**config.mk**
```make
export PLATFORM = sky130hd
export DESIGN_NAME = mac_seq_flat
export DESIGN_NICKNAME = d
export VERILOG_FILES = /design/src/rtl/mac_pkg.sv /design/src/rtl/mac_seq_if.sv /design/src/rtl/mac_beat_cnt.sv /design/src/rtl/mac_seq.sv /design/src/flat_wrapper.sv
export SDC_FILE = /design/constraint.sdc
export NUM_CORES = 1
export LEC_CHECK = 0
export CORE_AREA = 2 2 39 41
export CTS_CLUSTER_DIAMETER = 60
export CTS_CLUSTER_SIZE = 30
export DETAILED_ROUTE_END_ITERATION = 6
export DIE_AREA = 0 0 41 43
export PLACE_DENSITY_LB_ADDON = 0.2
export SETUP_SLACK_MARGIN = 0.02
export SYNTH_ARGS = -nofsm -noshare
export SYNTH_HDL_FRONTEND = slang
export SYNTH_SLANG_ARGS = --single-unit
```
**constraint.sdc**
```tcl
create_clock -name i_clk -period 2.6 [get_ports i_clk]
set_input_delay 0.39 -clock i_clk [delete_from_list [all_inputs] [get_ports i_clk]]
set_output_delay 0.39 -clock i_clk [all_outputs]
set_load 0.02 [all_outputs]
```
**src/rtl/mac_pkg.sv**
```systemverilog
// Shared constants for the MAC sequencer, beat counter and datapath.
// Sequencer state encodings and the default beat count live here.
package mac_pkg;

    localparam int MAC_AW      = 4;
    localparam int MAC_CNT_NUM = 8;

    typedef logic [2:0] mac_state_t;

    localparam mac_state_t ST_IDLE = 3'd0;
    localparam mac_state_t ST_CLR  = 3'd1;
    localparam mac_state_t ST_RUN  = 3'd2;
    localparam mac_state_t ST_CHK  = 3'd3;
    localparam mac_state_t ST_DONE = 3'd4;

    // The beat counter must reach CNT_NUM-1 without wrapping.
    function automatic bit cnt_num_ok(input int cnt_num, input int aw);
        return (cnt_num >= 1) && (cnt_num <= (1 << aw) - 1);
    endfunction

endpackage

```
**src/rtl/mac_seq_if.sv**
```systemverilog
// Control/status bundle between the top-level controller and mac_seq.
// i_stall exists only when MAC_SEQ_STALL_EN is defined.
interface mac_seq_if #(
    parameter int AW = mac_pkg::MAC_AW
);
    logic          i_start;
    logic          i_cnt_f;
    logic          i_ack;
`ifdef MAC_SEQ_STALL_EN
    logic          i_stall;
`endif
    logic          o_busy;
    logic          o_rst_mac;
    logic          o_en;
    logic [AW-1:0] o_addr;
    logic          o_done;
    logic          o_err;

    modport master (
`ifdef MAC_SEQ_STALL_EN
        output i_stall,
`endif
        output i_start, i_cnt_f, i_ack,
        input  o_busy, o_rst_mac, o_en, o_addr, o_done, o_err
    );

    modport slave (
`ifdef MAC_SEQ_STALL_EN
        input  i_stall,
`endif
        input  i_start, i_cnt_f, i_ack,
        output o_busy, o_rst_mac, o_en, o_addr, o_done, o_err
    );

endinterface

```
**src/rtl/mac_beat_cnt.sv**
```systemverilog
// AW-bit beat counter with synchronous clear, enable and a terminal flag
// that marks the final beat (count == CNT_NUM-1).
module mac_beat_cnt #(
    parameter int CNT_NUM = mac_pkg::MAC_CNT_NUM,
    parameter int AW      = mac_pkg::MAC_AW
) (
    input  logic          i_clk,
    input  logic          i_rst,
    input  logic          i_clr,
    input  logic          i_en,
    output logic [AW-1:0] o_cnt,
    output logic          o_last
);
    localparam logic [AW-1:0] LAST = AW'(CNT_NUM - 1);

    logic [AW-1:0] cnt_q, cnt_d;

    always_comb begin
        cnt_d = cnt_q;
        if (i_clr)
            cnt_d = '0;
        else if (i_en)
            cnt_d = cnt_q + 1'b1;
    end

    always_ff @(posedge i_clk or posedge i_rst) begin
        if (i_rst)
            cnt_q <= '0;
        else
            cnt_q <= cnt_d;
    end

    assign o_cnt  = cnt_q;
    assign o_last = (cnt_q == LAST);

endmodule

```
**src/rtl/mac_seq.sv**
```systemverilog
// MAC operation sequencer: clear pulse, CNT_NUM enable beats, count-full check,
// held done. Optional per-beat stall input when MAC_SEQ_STALL_EN is defined.
module mac_seq
    import mac_pkg::*;
#(
    parameter int CNT_NUM = MAC_CNT_NUM,
    parameter int AW      = MAC_AW
) (
    input  logic       i_clk,
    input  logic       i_rst,
    mac_seq_if.slave   bus
);
    if (!cnt_num_ok(CNT_NUM, AW)) begin : g_bad_cnt_num
        $error("mac_seq: CNT_NUM must be in 1..2^AW-1");
    end

    mac_state_t    state_q, state_d;
    logic          rst_mac_q, rst_mac_d;
    logic          busy_q, busy_d;
    logic          done_q, done_d;
    logic          err_q, err_d;
    logic          en;
    logic          beat_clr;
    logic          beat_last;
    logic [AW-1:0] beat_cnt;

`ifdef MAC_SEQ_STALL_EN
    assign en = (state_q == ST_RUN) && !bus.i_stall;
`else
    assign en = (state_q == ST_RUN);
`endif
    assign beat_clr = (state_q == ST_CLR);

    mac_beat_cnt #(
        .CNT_NUM (CNT_NUM),
        .AW      (AW)
    ) u_beat_cnt (
        .i_clk   (i_clk),
        .i_rst   (i_rst),
        .i_clr   (beat_clr),
        .i_en    (en),
        .o_cnt   (beat_cnt),
        .o_last  (beat_last)
    );

    always_comb begin
        state_d = state_q;
        case (state_q)
            ST_IDLE: if (bus.i_start) state_d = ST_CLR;
            ST_CLR:  state_d = ST_RUN;
            ST_RUN:  if (en && beat_last) state_d = ST_CHK;
            ST_CHK:  state_d = ST_DONE;
            ST_DONE: if (bus.i_ack) state_d = ST_IDLE;
            default: state_d = ST_IDLE;
        endcase

        // Error is sticky until the clear of the next operation; early full
        // in RUN or a missing full in CHK both set it.
        err_d = err_q;
        if (state_d == ST_CLR)
            err_d = 1'b0;
        if ((state_q == ST_RUN) && bus.i_cnt_f)
            err_d = 1'b1;
        if ((state_q == ST_CHK) && !bus.i_cnt_f)
            err_d = 1'b1;

        rst_mac_d = (state_d == ST_CLR);
        busy_d    = (state_d != ST_IDLE);
        done_d    = (state_d == ST_DONE);
    end

    always_ff @(posedge i_clk or posedge i_rst) begin
        if (i_rst) begin
            state_q   <= ST_IDLE;
            rst_mac_q <= 1'b0;
            busy_q    <= 1'b0;
            done_q    <= 1'b0;
            err_q     <= 1'b0;
        end else begin
            state_q   <= state_d;
            rst_mac_q <= rst_mac_d;
            busy_q    <= busy_d;
            done_q    <= done_d;
            err_q     <= err_d;
        end
    end

    assign bus.o_busy    = busy_q;
    assign bus.o_rst_mac = rst_mac_q;
    assign bus.o_en      = en;
    assign bus.o_addr    = beat_cnt;
    assign bus.o_done    = done_q;
    assign bus.o_err     = err_q;

endmodule

```
**src/flat_wrapper.sv**
```systemverilog
// flat-port wrapper written by rule: the top's interface ports become plain ports
module mac_seq_flat import mac_pkg::*;
#(
    parameter int CNT_NUM = MAC_CNT_NUM,
    parameter int AW      = MAC_AW
)
  (i_clk, i_rst, bus_i_start, bus_i_cnt_f, bus_i_ack, bus_o_busy, bus_o_rst_mac, bus_o_en, bus_o_addr, bus_o_done, bus_o_err);
  mac_seq_if #(.AW(AW)) bus_i ();
  input  logic i_clk;
  input  logic i_rst;
  input wire logic [$bits(bus_i.i_start)-1:0] bus_i_start;
  input wire logic [$bits(bus_i.i_cnt_f)-1:0] bus_i_cnt_f;
  input wire logic [$bits(bus_i.i_ack)-1:0] bus_i_ack;
  output wire logic [$bits(bus_i.o_busy)-1:0] bus_o_busy;
  output wire logic [$bits(bus_i.o_rst_mac)-1:0] bus_o_rst_mac;
  output wire logic [$bits(bus_i.o_en)-1:0] bus_o_en;
  output wire logic [$bits(bus_i.o_addr)-1:0] bus_o_addr;
  output wire logic [$bits(bus_i.o_done)-1:0] bus_o_done;
  output wire logic [$bits(bus_i.o_err)-1:0] bus_o_err;
  assign bus_i.i_start = bus_i_start;
  assign bus_i.i_cnt_f = bus_i_cnt_f;
  assign bus_i.i_ack = bus_i_ack;
  assign bus_o_busy = bus_i.o_busy;
  assign bus_o_rst_mac = bus_i.o_rst_mac;
  assign bus_o_en = bus_i.o_en;
  assign bus_o_addr = bus_i.o_addr;
  assign bus_o_done = bus_i.o_done;
  assign bus_o_err = bus_i.o_err;
  mac_seq #(.CNT_NUM(CNT_NUM), .AW(AW)) u_core (.i_clk(i_clk), .i_rst(i_rst), .bus(bus_i));
endmodule
```
=== After elaboration in Yosys (flattened, before gate mapping) ===
Cells that the tools add are included.

* Eq/ne operators: 7
* Mux-type cells: 9
* $add $sub $neg: 1
* Reductions and logical operators: 8

{| class="wikitable"
|+ Operator list
! cell !! count
|-
| case mux 3 bit (5 select lines) || 1
|-
| two-way mux 3 bit || 3
|-
| two-way mux 4 bit || 2
|-
| equality test 3 x 1 -> 1 bit, second input constant || 2
|-
| equality test 3 x 2 -> 1 bit, second input constant || 2
|-
| equality test 3 bit, second input constant || 2
|-
| nonzero test 3 bit || 2
|-
| adder 4 x 1 -> 4 bit, second input constant || 1
|-
| equality test 4 x 3 -> 1 bit, second input constant || 1
|-
| logical AND 1 bit || 3
|-
| logical NOT 3 bit || 1
|-
| two-way mux 1 bit || 3
|-
| nonzero test 2 bit || 1
|-
| logical NOT 1 bit || 1
|}

* Bits of input ports: 5
* Output and inout port bits: 9
* Logic and storage cells: 31
* Register bits after elaboration: 11

=== Longest topological paths before layout ===
* Depth after elaboration: 8
* Depth in mapped cells: 4
* Depth with buffers taken out: 4

=== Cells and area by module ===
A second synthesis with hierarchy kept.

* Cells, all modules: 50
* Area, all modules: 550.5 µm²

{| class="wikitable"
|+ By module, submodules not included
! module !! instances !! area each (µm²) !! seq. area each (µm²) !! cells an instance
|-
| mac_seq || 1 || 346.6 || 175.2 || 31
|-
| mac_beat_cnt || 1 || 203.9 || 100.1 || 19
|}

=== Least setup slack after synthesis ===
OpenSTA, ideal clock, no wires.

* Kind: register to register
* Start: register u_core.state_q[1]
* End: register u_core.busy_q (netlist: u_core.bus.o_busy)
* Clock period less this slack: 1.390 ns
* Cell stages (with the launch flop): 5
* Library setup time: 0.131 ns
* Setup slack: 1.210 ns
* Required time: 2.469 ns
* Data arrival time: 1.259 ns
* Buffers on the path: 0
* Path through: dfrtp_1 -> or3b_4 -> inv_2 -> a41o_1 -> or3_1

* Word-level cells in the longest chain between the ends: 5
* Elaborated cells on any way between the ends: 11
* Classes of those cells: eq/ne: 4; mux: 4; reduce/logical: 3

{| class="wikitable"
|+ Ends and longest elaborated chain
! item !! RTL line !! text
|-
| from (decl) || mac_seq.sv:17 || <nowiki>mac_state_t state_q, state_d;</nowiki>
|-
| from (signal assigned) || mac_seq.sv:80 || <nowiki>state_q <= state_d;</nowiki>
|-
| equality test 3 x 2 -> 1 bit (*) || mac_seq.sv:30 || <nowiki>assign en = (state_q == ST_RUN);</nowiki>
|-
| named net bus_o_en || flat_wrapper.sv:16 || <nowiki>output wire logic [$bits(bus_i.o_en)-1:0] bus_o_en;</nowiki>
|-
| logical AND 1 bit || mac_seq.sv:51 || <nowiki>ST_RUN: if (en && beat_last) state_d = ST_CHK;</nowiki>
|-
| two-way mux 3 bit || mac_seq.sv:51 ||
|-
| case mux 3 bit (5 select lines) (*) || mac_seq.sv:48 || <nowiki>case (state_q)</nowiki>
|-
| named net u_core.state_d[0] || mac_seq.sv:17 ||
|-
| nonzero test 3 bit (*) || mac_seq.sv:68 || <nowiki>busy_d = (state_d != ST_IDLE);</nowiki>
|-
| named net u_core.busy_d || mac_seq.sv:19 || <nowiki>logic busy_q, busy_d;</nowiki>
|-
| to (signal assigned) || mac_seq.sv:82 || <nowiki>busy_q <= busy_d;</nowiki>
|-
| to (decl) || mac_seq.sv:19 ||
|}

The timed path passes the listed nets; every way through them passes the cells marked *.
A chain may end at the register's enable or synchronous reset.

=== Worst setup path after layout ===
* Start: register u_core.state_q[2]
* End: output bus_o_en

* Word-level cells in the longest chain between the ends: 1

{| class="wikitable"
|+ Ends and longest elaborated chain
! item !! RTL line
|-
| equality test 3 x 2 -> 1 bit || mac_seq.sv:30
|-
| to (decl) || flat_wrapper.sv:16
|}

Every way passes these cells.

==> out/qor.log <==
INFO  run_status     status=completed
INFO  synth          synth_top_cell_by_area=dfrtp_1
INFO  clock_tree     cts_htree_levels=1
INFO  die            die_area=1760um^2
INFO  drt            count_of_tritonroute_iterations_in_the_first_routing_pass=4
INFO  cells_and_area share_of_post_route_cells_with_drive_strength_above_1=8.47%
INFO  power_and_ir_drop p_leak=0.000301uW
INFO  cells_and_area final_net_count=66
INFO  drt            wire_per_inst=12.7um
INFO  run            timing.max_cap.violations=0
INFO  grt            grtUsageMet2=18.1%
INFO  clock_tree     cts_repair_resize_count=0
INFO  sta            max_clock_freq=0.446GHz
INFO  synth          synth-edff-count=0
INFO  setup_path     cp.required=2210ps
INFO  clock_tree     cts_made_buffers=3
INFO  clock_tree     cts_hold_buffers=0
INFO  synth          synth.net_count=48
INFO  sta            finish_stage_setup_viols=0
INFO  synth          yosys_register_bits=11
INFO  synth          simple_logic_cell_fraction_of_the_synthesized_area=17.5%
INFO  power_and_ir_drop power.internal=505uW
INFO  synth          synth.yosys.seq_area_share=57.6%
INFO  clock_tree     worst_case_clock_buffer_depth=2
INFO  cells_and_area design_area=654um^2
INFO  grt            overall_global_routing_resource_usage=13.8%
INFO  die            die_x=41um
INFO  setup_path     worstSetupPathType=flip-flop to output port
INFO  clock_tree     clock_sink_count=11
INFO  drt            detail_route.iter0.violations=3
INFO  synth          synth_top_cells_by_area=dfrtp_1 58%, o21ai_0 5.2%, inv_1 3.1%
INFO  synth          synth_top_area_share=57.6%
INFO  synth          syn-mean-instance-area=11.4um^2
INFO  synth          ys_types=21
INFO  min_path       worst_hold_path_type=input port to async pin
INFO  sta            fin_crit_sh=86.2%
INFO  power_and_ir_drop power.sequential.fraction=37.3%
INFO  synth          fraction_of_synthesized_cell_area_in_xor_and_xnor_cells=1.83%
INFO  grt            first_global_vias=347
INFO  sta            timing.final.max_slew_violations=0
INFO  sta            timing.final.crit_period=2240ps
INFO  grt            gr-max-usage-layer=met1
INFO  sta            clock-skew-final=2.90ps
INFO  die            core_area=1380um^2
INFO  grt            grt_first_pass_wirelength=1570um
INFO  place          buffer_ports.inserted=13
INFO  synth          synth_fa_ha_area_share=2.62%
INFO  power_and_ir_drop clkPwrFrac=13.3%
INFO  die            top_level_ports=14
INFO  synth          cell_with_the_most_instances_after_synthesis=dfrtp_1
INFO  synth          synth-async-reset-ratio=100%
INFO  synth          synth_top_cells_by_count=11 x dfrtp_1, 5 x o21ai_0, 4 x inv_1
INFO  drt            antenna_violation_net_count_after_detailed_routing=0
INFO  setup_path     crit_path_end_kind=output port
INFO  grt            grtUsageMet1=20.0%
INFO  setup_path     critical_path.max_fanout=8
INFO  clock_tree     clk_pin_slew=60ps
INFO  place          post_dp_cell_area=628um^2
INFO  synth          muxShareOfSynthArea=0%
INFO  grt            grt_start_max_net_pins=12
INFO  synth          synth_top_family_by_area=simple AND/OR/NAND/NOR gates
INFO  drt            totalWireLength=950um
INFO  grt            antenna_found_initial=0
INFO  clock_tree     cts-root-buf=clkbuf_4
INFO  sta            timing_worst_slew_pin_value=515ps
INFO  drt            vias_per_cell=5.09
INFO  grt            grt.overflow.total=0
INFO  synth          warnings_synthesis=0
INFO  synth          compound_cell_area_share_of_the_yosys_netlist=16.5%
INFO  synth          post_synth_inst_count=42
INFO  place          detailed_place_hpwl=682um
INFO  die            row_count=14
INFO  synth          synth_top_flop_cell=dfrtp_1
INFO  setup_path     ff2ff_path_depth=4
INFO  setup_path     flop_to_flop_setup_slack=1150ps
INFO  setup_path     crit_arrival=1850ps
INFO  place          place_congestion=0.712
INFO  drt            vias=382
INFO  synth          syn-cell-area=478um^2
INFO  clock_tree     clkLatencyLatePin=260ps
INFO  power_and_ir_drop comb_power_share=49.4%
INFO  setup_path     critical_path.startpoint_type=flip-flop
INFO  clock_tree     tritoncts_clock_tree=built
INFO  sta            rsz_0062_raised_after_global_routing=no
INFO  power_and_ir_drop power.switching=324uW
INFO  die            start_util=34.5%
INFO  cells_and_area n_antenna_cell=0
INFO  clock_tree     postCtsSetupRepairBufs=0
INFO  setup_path     r2r-start=u_core.state_q[0]
INFO  power_and_ir_drop power_per_cell_area=1270nW/um^2
INFO  power_and_ir_drop vdd_drop_max=468uV
INFO  cells_and_area syn2layout_area_growth=36.9%
INFO  setup_path     timing.rr.end=u_core.bus.o_busy
INFO  sta            maxSlewHeadroom=65.2%
INFO  sta            timing.final.hold_violations=0
INFO  sta            setup_total_negative_slack=0ps
INFO  drt            detail_route.drc_violations=0
INFO  grt            use_met3=3.14%
INFO  die            die_y=43um
INFO  power_and_ir_drop switching_share=39.1%
## cells in the final DEF, fill, tap and decap left out
cell	instances
clkdlybuf4s50_1	13
dfrtp_1	11
o21ai_0	5
inv_1	4
clkbuf_4	3
or3_1	2
a21oi_1	2
nor2_1	2
nor3b_1	2
or3b_4	1
inv_2	1
nand3_1	1
xnor2_1	1
a211oi_1	1
or2b_1	1
o22a_1	1
or2_1	1
or4b_1	1
nor4b_1	1
a41o_1	1
a22o_1	1
a211o_1	1
ha_1	1
clkbuf_1	1
## per-layer routing
| layer | wire length [um] | part of all wire [%] | vias to the layer above |
|---|---|---|---|
| met3 | 71 | 7.5 | 2 |
| met5 | 0 | 0 | - |
| met1 | 460 | 48 | 178 |
| met2 | 410 | 43 | 16 |
| li1 | - | - | 186 |
| met4 | 8 | 0.84 | 0 |
## kinds of logic (layout without fill, tap and decap cells)
family / after synthesis / count (layout)
AO/OA/AOI/OAI: 12 / 12
AND/OR/NAND/NOR: 12 / 12
flip-flops: 11 / 11
buffers and inverters: 5 / 22
adder cells (fa/ha/maj): 1 / 1
XOR/XNOR: 1 / 1
## flip-flops by register name, summed over array words and instances (netlist names)
name                     count
u_core.bus.o_rst_mac         1
u_core.bus.o_busy            1
u_core.bus.o_err             1
u_core.u_beat_cnt.o_cnt      4
u_core.bus.o_done            1
u_core.state_q               3
## cell type report
| cell class | count | area [um^2] |
|---|---|---|
| flip-flops and latches | 11 | 275 |
| multi-input cells | 26 | 184 |
| well taps | 16 | 20.0 |
| repair buffers | 13 | 130 |
| clock buffers | 4 | 26.3 |
| inverters | 5 | 18.8 |
| fillers | 133 | 729 |
## worst max path at each step
stage,startpoint,to,slack (ps),cells after the start
2_1_floorplan,u_core.state_q[1],u_core.bus.o_busy,1210,4
3_3_place_gp,u_core.state_q[2],bus_o_en,660,3
3_5_place_dp,u_core.state_q[2],bus_o_en,650,3
4_1_cts,u_core.state_q[2],bus_o_en,350,3
5_1_grt,u_core.state_q[2],bus_o_en,280,3
6_report,u_core.state_q[2],bus_o_en,360,3
## critical path: stages (launching register included)
cell,delay (ps)
dfrtp_1,440
or3b_4,450
inv_2,90
clkdlybuf4s50_1,600
## power by group through the flow
| stage | clock, uW | sequential [uW] | combinational (uW) |
|---|---|---|---|
| 3_3_place_gp | 0 | 311 | 411 |
| 3_5_place_dp | 0 | 312 | 407 |
| 2_1_floorplan | 0 | 356 | 199 |
| 6_report | 110 | 309 | 410 |
| 5_1_grt | 123 | 322 | 450 |
| 4_1_cts | 116 | 310 | 412 |
## stage by stage
stage | power (uW) | hold WS (ps) | std cells | util [%] | worst slack (ps)
floorplan | 555 | 242 | 42 | - | 1210
global placement | 721 | 543 | 71 | 45.4 | 665
detailed placement | 718 | 543 | 71 | 45.4 | 646
CTS | 838 | 440 | 75 | 47.3 | 354
global route | 895 | 472 | 75 | 47.3 | 276
finish | 829 | 428 | 75 | 47.3 | 359
Power figures use the tool's default switching activity.
